--- src/rtl/ex_result_sequencer_if.sv ---
// Signal bundle between the execute unit / MA stage and the EX result sequencer.
// The master drives EX and MA status; the slave (the sequencer) returns hold and the EX/MA register.
interface ex_result_sequencer_if;
  logic        s_valid_i;
  logic        s_multi_i;
  logic        s_finished_i;
  logic [31:0] s_result_i;
  logic        s_stall_i;
  logic        s_flush_i;
  logic        s_ex_hold_o;
  logic        s_busy_o;
  logic        s_ma_valid_o;
  logic [31:0] s_ma_result_o;
  logic        s_timeout_o;

  modport master (
    output s_valid_i, s_multi_i, s_finished_i, s_result_i, s_stall_i, s_flush_i,
    input  s_ex_hold_o, s_busy_o, s_ma_valid_o, s_ma_result_o, s_timeout_o
  );

  modport slave (
    input  s_valid_i, s_multi_i, s_finished_i, s_result_i, s_stall_i, s_flush_i,
    output s_ex_hold_o, s_busy_o, s_ma_valid_o, s_ma_result_o, s_timeout_o
  );
endinterface

--- src/rtl/ex_result_sequencer.sv ---
// Decides each cycle whether the EX instruction retires into the EX/MA register, holding EX
// during multi-cycle MDU/CMU operations, buffering results across MA stalls, and watchdogging WAIT.
module ex_result_sequencer #(
  parameter int TIMEOUT = 64
) (
  input logic                  s_clk_i,
  input logic                  s_reset_i,
  ex_result_sequencer_if.slave bus
);
  localparam int CNT_W = $clog2(TIMEOUT);
  localparam logic [CNT_W-1:0] CNT_MAX = CNT_W'(TIMEOUT - 1);

  typedef enum logic [1:0] {ST_IDLE, ST_WAIT, ST_DONE} state_e;

  state_e           state_q, state_d;
  logic [CNT_W-1:0] cnt_q, cnt_d;
  logic [31:0]      buf_q, buf_d;
  logic             ma_valid_q, ma_valid_d;
  logic [31:0]      ma_result_q, ma_result_d;
  logic             timeout_q, timeout_d;

  logic        fin;
  logic        capture;
  logic [31:0] cap_src;

  // A finish flag only means something for a valid multi-cycle instruction.
  assign fin = bus.s_valid_i & bus.s_multi_i & bus.s_finished_i;

  always_comb begin
    // NOTE: every signal gets a default before the case so no path leaves one unassigned (no latch).
    state_d     = state_q;
    cnt_d       = '0;
    buf_d       = buf_q;
    timeout_d   = 1'b0;
    capture     = 1'b0;
    cap_src     = bus.s_result_i;
    ma_valid_d  = ma_valid_q;
    ma_result_d = ma_result_q;

    unique case (state_q)
      ST_IDLE: begin
        if (bus.s_valid_i && !bus.s_multi_i) begin
          capture = !bus.s_stall_i;
        end else if (bus.s_valid_i && bus.s_multi_i) begin
          if (fin && !bus.s_stall_i) begin
            capture = 1'b1;
          end else if (fin) begin
            buf_d   = bus.s_result_i;
            state_d = ST_DONE;
          end else begin
            state_d = ST_WAIT;
            cnt_d   = CNT_W'(1);
          end
        end
      end
      ST_WAIT: begin
        if (fin && !bus.s_stall_i) begin
          capture = 1'b1;
          state_d = ST_IDLE;
        end else if (fin) begin
          buf_d   = bus.s_result_i;
          state_d = ST_DONE;
        end else if (cnt_q == CNT_MAX) begin
          timeout_d = 1'b1;
          state_d   = ST_IDLE;
        end else begin
          cnt_d = cnt_q + CNT_W'(1);
        end
      end
      ST_DONE: begin
        if (!bus.s_stall_i) begin
          capture = 1'b1;
          cap_src = buf_q;
          state_d = ST_IDLE;
        end
      end
      default: state_d = ST_IDLE;
    endcase

    // Capture only ever happens unstalled; an unstalled cycle without one is a bubble.
    if (!bus.s_stall_i) begin
      ma_valid_d = capture;
      if (capture) ma_result_d = cap_src;
    end

    // Flush kills whatever this cycle would have retired or timed out.
    if (bus.s_flush_i) begin
      state_d     = ST_IDLE;
      cnt_d       = '0;
      timeout_d   = 1'b0;
      ma_valid_d  = 1'b0;
      ma_result_d = ma_result_q;
    end
  end

  // NOTE: sequential state uses non-blocking assignments so every flop samples pre-edge values.
  always_ff @(posedge s_clk_i) begin
    if (s_reset_i) begin
      state_q     <= ST_IDLE;
      cnt_q       <= '0;
      // NOTE: the result buffer is a plain register, so it is reset to drop any pending result.
      buf_q       <= '0;
      ma_valid_q  <= 1'b0;
      ma_result_q <= '0;
      timeout_q   <= 1'b0;
    end else begin
      state_q     <= state_d;
      cnt_q       <= cnt_d;
      buf_q       <= buf_d;
      ma_valid_q  <= ma_valid_d;
      ma_result_q <= ma_result_d;
      timeout_q   <= timeout_d;
    end
  end

  always_comb begin
    bus.s_ex_hold_o = 1'b0;
    if (!bus.s_flush_i) begin
      bus.s_ex_hold_o = bus.s_stall_i
                      || (state_q == ST_DONE)
                      || ((state_q == ST_WAIT) && !fin)
                      || ((state_q == ST_IDLE) && bus.s_valid_i && bus.s_multi_i && !fin);
    end
  end

  assign bus.s_busy_o      = (state_q != ST_IDLE);
  assign bus.s_ma_valid_o  = ma_valid_q;
  assign bus.s_ma_result_o = ma_result_q;
  assign bus.s_timeout_o   = timeout_q;
endmodule

--- src/flat_wrapper.sv ---
// flat-port wrapper written by rule: the top's interface ports become plain ports
module ex_result_sequencer_flat 
#(
  parameter int TIMEOUT = 64
)
  (s_clk_i, s_reset_i, bus_s_valid_i, bus_s_multi_i, bus_s_finished_i, bus_s_result_i, bus_s_stall_i, bus_s_flush_i, bus_s_ex_hold_o, bus_s_busy_o, bus_s_ma_valid_o, bus_s_ma_result_o, bus_s_timeout_o);
  ex_result_sequencer_if bus_i ();
  input logic s_clk_i;
  input logic s_reset_i;
  input wire logic [$bits(bus_i.s_valid_i)-1:0] bus_s_valid_i;
  input wire logic [$bits(bus_i.s_multi_i)-1:0] bus_s_multi_i;
  input wire logic [$bits(bus_i.s_finished_i)-1:0] bus_s_finished_i;
  input wire logic [$bits(bus_i.s_result_i)-1:0] bus_s_result_i;
  input wire logic [$bits(bus_i.s_stall_i)-1:0] bus_s_stall_i;
  input wire logic [$bits(bus_i.s_flush_i)-1:0] bus_s_flush_i;
  output wire logic [$bits(bus_i.s_ex_hold_o)-1:0] bus_s_ex_hold_o;
  output wire logic [$bits(bus_i.s_busy_o)-1:0] bus_s_busy_o;
  output wire logic [$bits(bus_i.s_ma_valid_o)-1:0] bus_s_ma_valid_o;
  output wire logic [$bits(bus_i.s_ma_result_o)-1:0] bus_s_ma_result_o;
  output wire logic [$bits(bus_i.s_timeout_o)-1:0] bus_s_timeout_o;
  assign bus_i.s_valid_i = bus_s_valid_i;
  assign bus_i.s_multi_i = bus_s_multi_i;
  assign bus_i.s_finished_i = bus_s_finished_i;
  assign bus_i.s_result_i = bus_s_result_i;
  assign bus_i.s_stall_i = bus_s_stall_i;
  assign bus_i.s_flush_i = bus_s_flush_i;
  assign bus_s_ex_hold_o = bus_i.s_ex_hold_o;
  assign bus_s_busy_o = bus_i.s_busy_o;
  assign bus_s_ma_valid_o = bus_i.s_ma_valid_o;
  assign bus_s_ma_result_o = bus_i.s_ma_result_o;
  assign bus_s_timeout_o = bus_i.s_timeout_o;
  ex_result_sequencer #(.TIMEOUT(TIMEOUT)) u_core (.s_clk_i(s_clk_i), .s_reset_i(s_reset_i), .bus(bus_i));
endmodule
--- config.mk ---
export PLATFORM = sky130hd
export DESIGN_NAME = ex_result_sequencer_flat
export DESIGN_NICKNAME = d
export VERILOG_FILES = /design/src/rtl/ex_result_sequencer_if.sv /design/src/rtl/ex_result_sequencer.sv /design/src/flat_wrapper.sv
export SDC_FILE = /design/constraint.sdc
export NUM_CORES = 1
export LEC_CHECK = 0
export CELL_PAD_IN_SITES_DETAIL_PLACEMENT = 1
export CELL_PAD_IN_SITES_GLOBAL_PLACEMENT = 2
export CORE_ASPECT_RATIO = 0.9
export CORE_MARGIN = 2
export CORE_UTILIZATION = 30
export DETAILED_ROUTE_END_ITERATION = 10
export GPL_ROUTABILITY_DRIVEN = 1
export PLACE_DENSITY = 0.86
export SETUP_SLACK_MARGIN = 0.2
export SLEW_MARGIN = 10
export SYNTH_ARGS = -nofsm -noshare
export SYNTH_HDL_FRONTEND = slang
export SYNTH_SLANG_ARGS = --single-unit
--- constraint.sdc ---
create_clock -name s_clk_i -period 3.75 [get_ports s_clk_i]
set_clock_uncertainty 0.2 [all_clocks]
set_input_delay 0.75 -clock s_clk_i [delete_from_list [all_inputs] [get_ports s_clk_i]]
set_output_delay 0.75 -clock s_clk_i [all_outputs]
set_load 0.01 [all_outputs]
==> flow_summary.html, run 1 <==
<table>
<tr><th>Metric</th><th>Value</th></tr>
<tr><th colspan="2">Synthesis</th></tr>
<tr><td>Ys async rst share</td><td>0%</td></tr>
<tr><td>Post-synth EDFFs</td><td>0</td></tr>
<tr><td>Library cells used by synthesis</td><td>31</td></tr>
<tr><td>Synthesized Nets</td><td>455</td></tr>
<tr><td>Sequential cell area fraction in the yosys report</td><td>46.7%</td></tr>
<tr><td>Synthesized netlist cell count</td><td>415</td></tr>
<tr><td>Syn Std Cell Area</td><td>3170 sq um</td></tr>
<tr><td>Syn. warnings</td><td>0</td></tr>
<tr><td>FF+latch count, synth</td><td>74</td></tr>
<tr><td>Mean Syn Cell Area</td><td>7.65 sq um</td></tr>
<tr><td>Dominant synthesized flop cell</td><td>dfxtp_1</td></tr>
<tr><th colspan="2">GRT</th></tr>
<tr><td>Maximum number of pins on one net before global-route repair</td><td>51</td></tr>
<tr><td>Vias in the first global route</td><td>3,015</td></tr>
<tr><td>Remaining global-route overflow</td><td>0</td></tr>
<tr><td>Global Route Usage Sum</td><td>16.1%</td></tr>
<tr><td>Initial antenna violation count</td><td>0</td></tr>
<tr><td>Wire length of the first global-routing pass</td><td>14,700 um</td></tr>
<tr><th colspan="2">Detailed routing</th></tr>
<tr><td>Initial DRC count</td><td>151</td></tr>
<tr><td>ANT nets after route</td><td>0</td></tr>
<tr><td>Via-to-Cell Ratio</td><td>5.06</td></tr>
<tr><td>Routed WL</td><td>9030 um</td></tr>
<tr><td>Via total after detailed routing</td><td>3,069</td></tr>
<tr><td>Average wire per standard cell</td><td>14.9 um</td></tr>
<tr><td>First-pass iteration count of the detailed router</td><td>4</td></tr>
<tr><td>Remaining routing DRC violations</td><td>0</td></tr>
<tr><th colspan="2">Setup path</th></tr>
<tr><td>Maximum cell stage delay along the critical path</td><td>540 ps</td></tr>
<tr><td>Most frequent CP cell</td><td>clkdlybuf4s50_1</td></tr>
<tr><td>Largest fanout of any net on the critical path</td><td>4</td></tr>
<tr><td>Worst endpoint required time</td><td>2800 ps</td></tr>
<tr><td>Worst Path Arrival</td><td>2390 ps</td></tr>
<tr><td>Worst-case register-to-register setup slack</td><td>1330 ps</td></tr>
<tr><td>Critical Path Source Type</td><td>input pin</td></tr>
<tr><td>Sequence of cells on the critical path</td><td>clkdlybuf4s50_1, and3_1, a211oi_1, nor3_1, nor2_1, clkdlybuf4s50_1</td></tr>
<tr><td>Worst path slowest cell</td><td>clkdlybuf4s50_1</td></tr>
<tr><td>Setup CP Type</td><td>input pin to output pin</td></tr>
<tr><td>Kind of end point of the critical path</td><td>output pin</td></tr>
<tr><th colspan="2">Layout</th></tr>
<tr><td>Final-stage net count</td><td>513</td></tr>
<tr><td>Layout Area Growth over Synthesis</td><td>37.4%</td></tr>
<tr><td>Most common cell after layout, fill and taps aside</td><td>nand2_1</td></tr>
<tr><td>Number of antenna repair diodes</td><td>0</td></tr>
<tr><td>Leading cell types in the layout, fill and taps excluded</td><td>nand2_1, dfxtp_1, clkdlybuf4s50_1</td></tr>
<tr><td>Share of cells above drive strength 1</td><td>6.08%</td></tr>
<tr><th colspan="2">Clocking</th></tr>
<tr><td>Worst-case clock buffer depth</td><td>2</td></tr>
<tr><td>CTS sink count</td><td>74</td></tr>
<tr><td>Clk_lat worst skew</td><td>330 ps</td></tr>
<tr><td>Root cell of the clock tree</td><td>clkbuf_16</td></tr>
<tr><td>CTS HTree Levels</td><td>3</td></tr>
<tr><td>CTS tree</td><td>done</td></tr>
<tr><td>Clock-pin transition on the worst setup and hold timing paths</td><td>50 ps</td></tr>
<tr><td>Post-CTS sizing</td><td>0</td></tr>
<tr><td>Number of clock buffers inserted by TritonCTS</td><td>9</td></tr>
<tr><td>Buffers inserted during post-CTS setup optimization</td><td>0</td></tr>
<tr><td>Hold buffer count at cts</td><td>0</td></tr>
<tr><th colspan="2">Timing</th></tr>
<tr><td>Maximum frequency from static timing analysis</td><td>0.300 GHz</td></tr>
<tr><td>Setup repair after global routing missed its margin</td><td>false</td></tr>
<tr><td>Post-route setup TNS</td><td>0 ps</td></tr>
<tr><td>Worst Max-Slew Pin Slew</td><td>898 ps</td></tr>
<tr><td>Slew headroom</td><td>39.9%</td></tr>
<tr><td>Final setup viols</td><td>0</td></tr>
<tr><td>Minimum clock period</td><td>3340 ps</td></tr>
<tr><td>Number of slew-limit violations in the final report</td><td>0</td></tr>
<tr><td>Final Hold Vio Count</td><td>0</td></tr>
<tr><td>Tcrit/Tclk final</td><td>89.0%</td></tr>
<tr><th colspan="2">Power and ir drop</th></tr>
<tr><td>Power per Cell Area</td><td>463 nW/um^2</td></tr>
<tr><td>IR drop worst, VDD</td><td>0.235 mV</td></tr>
<tr><td>Power after layout</td><td>0.00202 W</td></tr>
<tr><td>Leakage power</td><td>1.52 nW</td></tr>
<tr><th colspan="2">Place</th></tr>
<tr><td>DP Wirelength</td><td>5730 um</td></tr>
<tr><td>Count of buffers inserted at the top-level ports</td><td>74</td></tr>
<tr><td>Gpl congestion</td><td>0.738</td></tr>
<tr><th colspan="2">Outcome</th></tr>
<tr><td>Run status</td><td>finished clean</td></tr>
<tr><th colspan="2">Die</th></tr>
<tr><td>Floorplan row count</td><td>35</td></tr>
<tr><td>Height of the die</td><td>102 um</td></tr>
<tr><td>Number of placed I/O pins</td><td>75</td></tr>
<tr><td>Initial standard-cell utilization of the core</td><td>30.8%</td></tr>
<tr><td>Die footprint</td><td>11,400 sq um</td></tr>
<tr><td>Core area</td><td>10,300 sq um</td></tr>
<tr><td>Die Span X</td><td>112 um</td></tr>
<tr><th colspan="2">Hold path</th></tr>
<tr><td>Worst hold path class</td><td>flip-flop to flip-flop</td></tr>
<tr><th colspan="2">Run</th></tr>
<tr><td>Max-capacitance violation count</td><td>0</td></tr>
</table>
## Yosys cell counts (3+ instances only)
master    count  area, sq um
dfxtp_1      74         1480
a22o_1       32          280
nor3_1        3         15.0
clkbuf_1     16         60.1
nand3_1      36          180
a21oi_1      65          325
nor2_1        9         33.8
buf_2        18         90.1
nand2_1     132          495
## cell families (layout without fill, tap and decap cells)
group / after synthesis / after routing / synth area share (%)
xor gates and xnor gates: 4 / 4 / 1.10
DFF: 74 / 74 / 46.7
AOI/OAI and AO/OA: 105 / 105 / 20.9
and+or+nand+nor: 194 / 194 / 25.8
adders and majority gates: 1 / 1 / 0.394
buffers and inverters: 37 / 99 / 5.08
## state kept, by name, summed over array words and instances, names as in the netlist
| signal | cells |
|---|---|
| u_core.bus.s_ma_result_o | 32 |
| u_core.bus.s_timeout_o | 1 |
| u_core.state_q | 2 |
| u_core.cnt_q | 6 |
| u_core.buf_q | 32 |
| u_core.bus.s_ma_valid_o | 1 |
## power breakdown
group / total (W) / switching [W] / internal [W] / leakage (nW)
Clock: 0.00104 / 0.000327 / 0.000714 / 0.169
Combinational: 0.000163 / 0.0000787 / 0.0000842 / 0.754
Sequential: 0.000817 / 0.0000112 / 0.000806 / 0.599
## worst paths after layout
kind	from	end	cells after the start
worst max register to register	u_core.state_q[1]	u_core.bus.s_ma_result_o[12]	5
worst min-delay path	u_core.buf_q[30]	u_core.buf_q[30]	2
worst min register to register	u_core.buf_q[30]	u_core.buf_q[30]	2
worst max-delay path	bus_s_valid_i	bus_s_ex_hold_o	6
## critical path, delay by kind of cell
kind / cells / cell delay [ps]
buffers and inverters: 2 / 980
and+or+nand+nor: 3 / 410
AOI/OAI and AO/OA: 1 / 240
## metal layers
metal	vias to the layer above	share of wire [%]	track usage [%]
li1	1520	-	-
met1	1481	47	19.9
met2	57	48	27.9
met3	11	3.6	3.41
met4	0	1.5	5.91
met5	-	0	0
## metrics by stage
step / setup WS, ps / util (%) / instances / hold WS [ps] / instance area (sq um)
floorplan: 1430 / - / 415 / 237 / 3170
global placement: 422 / 38.9 / 591 / 241 / 4010
detailed placement: 383 / 38.9 / 591 / 249 / 4010
CTS: 384 / 42.4 / 606 / 256 / 4360
global route: 313 / 42.4 / 606 / 274 / 4360
finish: 413 / 42.4 / 606 / 254 / 4360
## layout make-up
| class | instances | area (sq um) |
|---|---|---|
| Clock inverter | 5 | 128 |
| Tap cell | 129 | 161 |
| Clock buffer | 10 | 229 |
| Multi-Input combinational cell | 304 | 1550 |
| Inverter | 3 | 11.3 |
| Fill cell | 1239 | 5930 |
| Sequential cell | 74 | 1480 |
| Timing Repair Buffer | 81 | 801 |
No activity file was read; power rests on OpenSTA's default activity.
==> inputs of run 2 (changes only) <==
--- a/config.mk
+++ b/config.mk
@@ -7,12 +7,12 @@
 export LEC_CHECK = 0
 export CELL_PAD_IN_SITES_DETAIL_PLACEMENT = 1
 export CELL_PAD_IN_SITES_GLOBAL_PLACEMENT = 2
-export CORE_ASPECT_RATIO = 0.9
+export CORE_ASPECT_RATIO = 1.4
 export CORE_MARGIN = 2
 export CORE_UTILIZATION = 30
 export DETAILED_ROUTE_END_ITERATION = 10
 export GPL_ROUTABILITY_DRIVEN = 1
-export PLACE_DENSITY = 0.86
+export PLACE_DENSITY = 0.82
 export SETUP_SLACK_MARGIN = 0.2
 export SLEW_MARGIN = 10
 export SYNTH_ARGS = -nofsm -noshare
==> run 2 against run 1 <==
Wire length increased by 2.4%. Worst setup slack improved by 30 ps. Design area decreased by 1.8%. Total power down 13%. Clock power down 25%. Die area hardly changed. First-iteration DRC count is 27% lower. Core utilization fell by 1.0 points. Global-route usage increased by 0.90 points. Non-clock buffer count is 1 higher. Critical path type unchanged. Largest cell class unchanged.
==> flow_summary.html, run 2 (synthesis gave the netlist of run 1 again) <==
<table>
<tr><th>Metric</th><th>Value</th></tr>
<tr><th colspan="2">Die</th></tr>
<tr><td>Core area</td><td>10,300 sq um (+0.57%)</td></tr>
<tr><td>Height of the die</td><td>126 um (+24%)</td></tr>
<tr><td>Initial standard-cell utilization of the core</td><td>30.7% (-0.18 points)</td></tr>
<tr><td>Floorplan row count</td><td>44 (+26%)</td></tr>
<tr><td>Die Span X</td><td>90.9 um (-19%)</td></tr>
<tr><td>Number of placed I/O pins</td><td>75 (unchanged)</td></tr>
<tr><td>Die footprint</td><td>11,400 sq um (about the same)</td></tr>
<tr><th colspan="2">Detailed routing</th></tr>
<tr><td>Routed WL</td><td>9250 um (+2.4%)</td></tr>
<tr><td>First-pass iteration count of the detailed router</td><td>4 (unchanged)</td></tr>
<tr><td>Initial DRC count</td><td>110 (-27%)</td></tr>
<tr><td>Via-to-Cell Ratio</td><td>4.98 (-1.6%)</td></tr>
<tr><td>Average wire per standard cell</td><td>15.0 um (+0.62%)</td></tr>
<tr><td>Remaining routing DRC violations</td><td>0 (unchanged)</td></tr>
<tr><td>ANT nets after route</td><td>0 (unchanged)</td></tr>
<tr><td>Via total after detailed routing</td><td>3,074 (+0.16%)</td></tr>
<tr><th colspan="2">Power and ir drop</th></tr>
<tr><td>IR drop worst, VDD</td><td>0.233 mV (-0.65%)</td></tr>
<tr><td>Power per Cell Area</td><td>410 nW/um^2 (-11%)</td></tr>
<tr><td>Share of total power in sequential cells</td><td>46.5% (+6.1 points)</td></tr>
<tr><td>Fraction of power spent switching nets</td><td>23.0% (+2.4 points)</td></tr>
<tr><td>Psw</td><td>0.000404 W (-3.1%)</td></tr>
<tr><td>Part of the power in the clock network</td><td>44.2% (-7.3 points)</td></tr>
<tr><td>Internal power of the cells</td><td>0.00135 W (-16%)</td></tr>
<tr><td>Fraction of power consumed by combinational cells</td><td>9.4% (+1.3 points)</td></tr>
<tr><td>Leakage power</td><td>1.49 nW (-1.9%)</td></tr>
<tr><th colspan="2">Clocking</th></tr>
<tr><td>Number of clock buffers inserted by TritonCTS</td><td>9 (unchanged)</td></tr>
<tr><td>Buffers inserted during post-CTS setup optimization</td><td>0 (unchanged)</td></tr>
<tr><td>Post-CTS sizing</td><td>0 (unchanged)</td></tr>
<tr><td>CTS tree</td><td>done</td></tr>
<tr><td>Root cell of the clock tree</td><td>clkbuf_16</td></tr>
<tr><td>Clk_lat worst skew</td><td>330 ps (about the same)</td></tr>
<tr><td>Worst-case clock buffer depth</td><td>2 (unchanged)</td></tr>
<tr><td>CTS sink count</td><td>74 (unchanged)</td></tr>
<tr><td>CTS HTree Levels</td><td>3 (unchanged)</td></tr>
<tr><td>Hold buffer count at cts</td><td>0 (unchanged)</td></tr>
<tr><td>Clock-pin transition on the worst setup and hold timing paths</td><td>50 ps (about the same)</td></tr>
<tr><th colspan="2">Hold path</th></tr>
<tr><td>Worst hold path class</td><td>flip-flop to flip-flop</td></tr>
<tr><td>Min-Delay Startpoint</td><td>u_core.buf_q[23]</td></tr>
<tr><td>Cell depth of the worst min-delay path</td><td>2 (unchanged)</td></tr>
<tr><td>Capture endpoint of the worst hold path</td><td>u_core.buf_q[23]</td></tr>
<tr><th colspan="2">Layout</th></tr>
<tr><td>Final-stage net count</td><td>514 (+0.19%)</td></tr>
<tr><td>Final Non-Filler Cells</td><td>617 (+1.8%)</td></tr>
<tr><td>Most common cell after layout, fill and taps aside</td><td>nand2_1</td></tr>
<tr><td>Number of antenna repair diodes</td><td>0 (unchanged)</td></tr>
<tr><td>Leading cell types in the layout, fill and taps excluded</td><td>nand2_1, dfxtp_1, clkdlybuf4s50_1</td></tr>
<tr><td>Share of cells above drive strength 1</td><td>5.85% (-0.23 points)</td></tr>
<tr><td>Layout Area Growth over Synthesis</td><td>34.9%</td></tr>
<tr><th colspan="2">Place</th></tr>
<tr><td>DP Wirelength</td><td>5810 um (+1.3%)</td></tr>
<tr><td>Count of buffers inserted at the top-level ports</td><td>74 (unchanged)</td></tr>
<tr><td>Cell Count Post-Placement</td><td>601 (+1.7%)</td></tr>
<tr><td>Gpl congestion</td><td>0.713 (-3.4%)</td></tr>
<tr><th colspan="2">Timing</th></tr>
<tr><td>Final Hold Vio Count</td><td>0 (unchanged)</td></tr>
<tr><td>Number of slew-limit violations in the final report</td><td>0 (unchanged)</td></tr>
<tr><td>Tcrit/Tclk final</td><td>88.2% (-0.79 points)</td></tr>
<tr><td>Slew headroom</td><td>51.0% (+11 points)</td></tr>
<tr><td>Setup repair after global routing missed its margin</td><td>false</td></tr>
<tr><td>Final setup viols</td><td>0 (unchanged)</td></tr>
<tr><td>Maximum frequency from static timing analysis</td><td>0.302 GHz (+0.89%)</td></tr>
<tr><td>Minimum clock period</td><td>3310 ps (-29.5 ps)</td></tr>
<tr><td>Post-route setup TNS</td><td>0 ps (unchanged)</td></tr>
<tr><td>Worst Max-Slew Pin Slew</td><td>732 ps (-166 ps)</td></tr>
<tr><th colspan="2">GRT</th></tr>
<tr><td>Vias in the first global route</td><td>3,271 (+8.5%)</td></tr>
<tr><td>Remaining global-route overflow</td><td>0 (unchanged)</td></tr>
<tr><td>Initial antenna violation count</td><td>0 (unchanged)</td></tr>
<tr><td>Global Route Usage Sum</td><td>17.0% (+0.90 points)</td></tr>
<tr><td>Maximum number of pins on one net before global-route repair</td><td>37 (-27%)</td></tr>
<tr><td>Wire length of the first global-routing pass</td><td>15,700 um (+6.9%)</td></tr>
<tr><th colspan="2">Setup path</th></tr>
<tr><td>Worst-case register-to-register setup slack</td><td>1250 ps (-80 ps)</td></tr>
<tr><td>Largest fanout of any net on the critical path</td><td>4 (unchanged)</td></tr>
<tr><td>Kind of end point of the critical path</td><td>output pin</td></tr>
<tr><td>Reg2Reg Capture Point</td><td>u_core.bus.s_ma_result_o[3]</td></tr>
<tr><td>Worst endpoint required time</td><td>2800 ps (about the same)</td></tr>
<tr><td>Worst Path Arrival</td><td>2360 ps (-30 ps)</td></tr>
<tr><td>Worst R2R Path Depth</td><td>5 (unchanged)</td></tr>
<tr><td>FF-to-FF Start</td><td>u_core.state_q[1]</td></tr>
<tr><td>Critical Path Source Type</td><td>input pin</td></tr>
<tr><td>Setup CP Type</td><td>input pin to output pin</td></tr>
<tr><th colspan="2">Run</th></tr>
<tr><td>Max-capacitance violation count</td><td>0 (unchanged)</td></tr>
<tr><th colspan="2">Outcome</th></tr>
<tr><td>Run status</td><td>finished clean</td></tr>
</table>
## run 2: cell types whose count changed in the layout (fill, tap and decap cells not counted), sizes merged
cell and change:
clkinv +3, bufinv -4, clkbuf +3, buf +1, clkinvlp -1
## run 2: per-layer routing
layer  share of wire (%)  vias to the layer above  GRT usage [%]
li1                    -                     1524              -
met5                   0                        -              0
met2                  52                       51           30.2
met4                 1.8                        0           7.66
met1                  44                     1487           19.5
met3                 3.0                       12           3.35
## run 2: area by class of cell
type / instances / area, sq um
multi-input combinational: 304 / 1540
fill: 1311 / 6070
clock inverter: 3 / 15.0
tap: 138 / 173
clock buffer: 13 / 250
inverter: 3 / 11.3
timing repair buffer: 82 / 808
sequential: 74 / 1480
## run 2: worst max-delay path by stage
stage,from,to
final,bus_s_valid_i,bus_s_ex_hold_o
after global placement,bus_s_finished_i,bus_s_ex_hold_o
after detailed placement,bus_s_valid_i,bus_s_ex_hold_o
after floorplan,bus_s_finished_i,bus_s_ex_hold_o
after global routing,bus_s_valid_i,bus_s_ex_hold_o
after CTS,bus_s_valid_i,bus_s_ex_hold_o
## run 2: through the flow
step                      total power, W  cell area, sq um  hold slack [ps]  utilization, %  setup WS [ps]
after global placement          0.000997              4020              241            38.8            462
final                            0.00176              4280              253            41.4            443
after floorplan                 0.000906              3170              237               -           1430
after global routing             0.00183              4280              275            41.4            316
after CTS                        0.00178              4280              256            41.4            433
after detailed placement         0.00100              4020              248            38.8            447
## run 2: power groups by stage
stage / sequential, W / combinational [W] / clock [W]
final: 0.000816 / 0.000164 / 0.000776
after global routing: 0.000819 / 0.000181 / 0.000834
after CTS: 0.000817 / 0.000167 / 0.000797
after detailed placement: 0.000834 / 0.000166 / 0
after global placement: 0.000833 / 0.000164 / 0
after floorplan: 0.000837 / 0.0000689 / 0
## run 2: worst max-delay path: stages
cell,delay (ps)
clkdlybuf4s50_1,450
and3_1,220
a211oi_1,220
nor3_1,80
nor2_1,90
clkdlybuf4s50_1,540
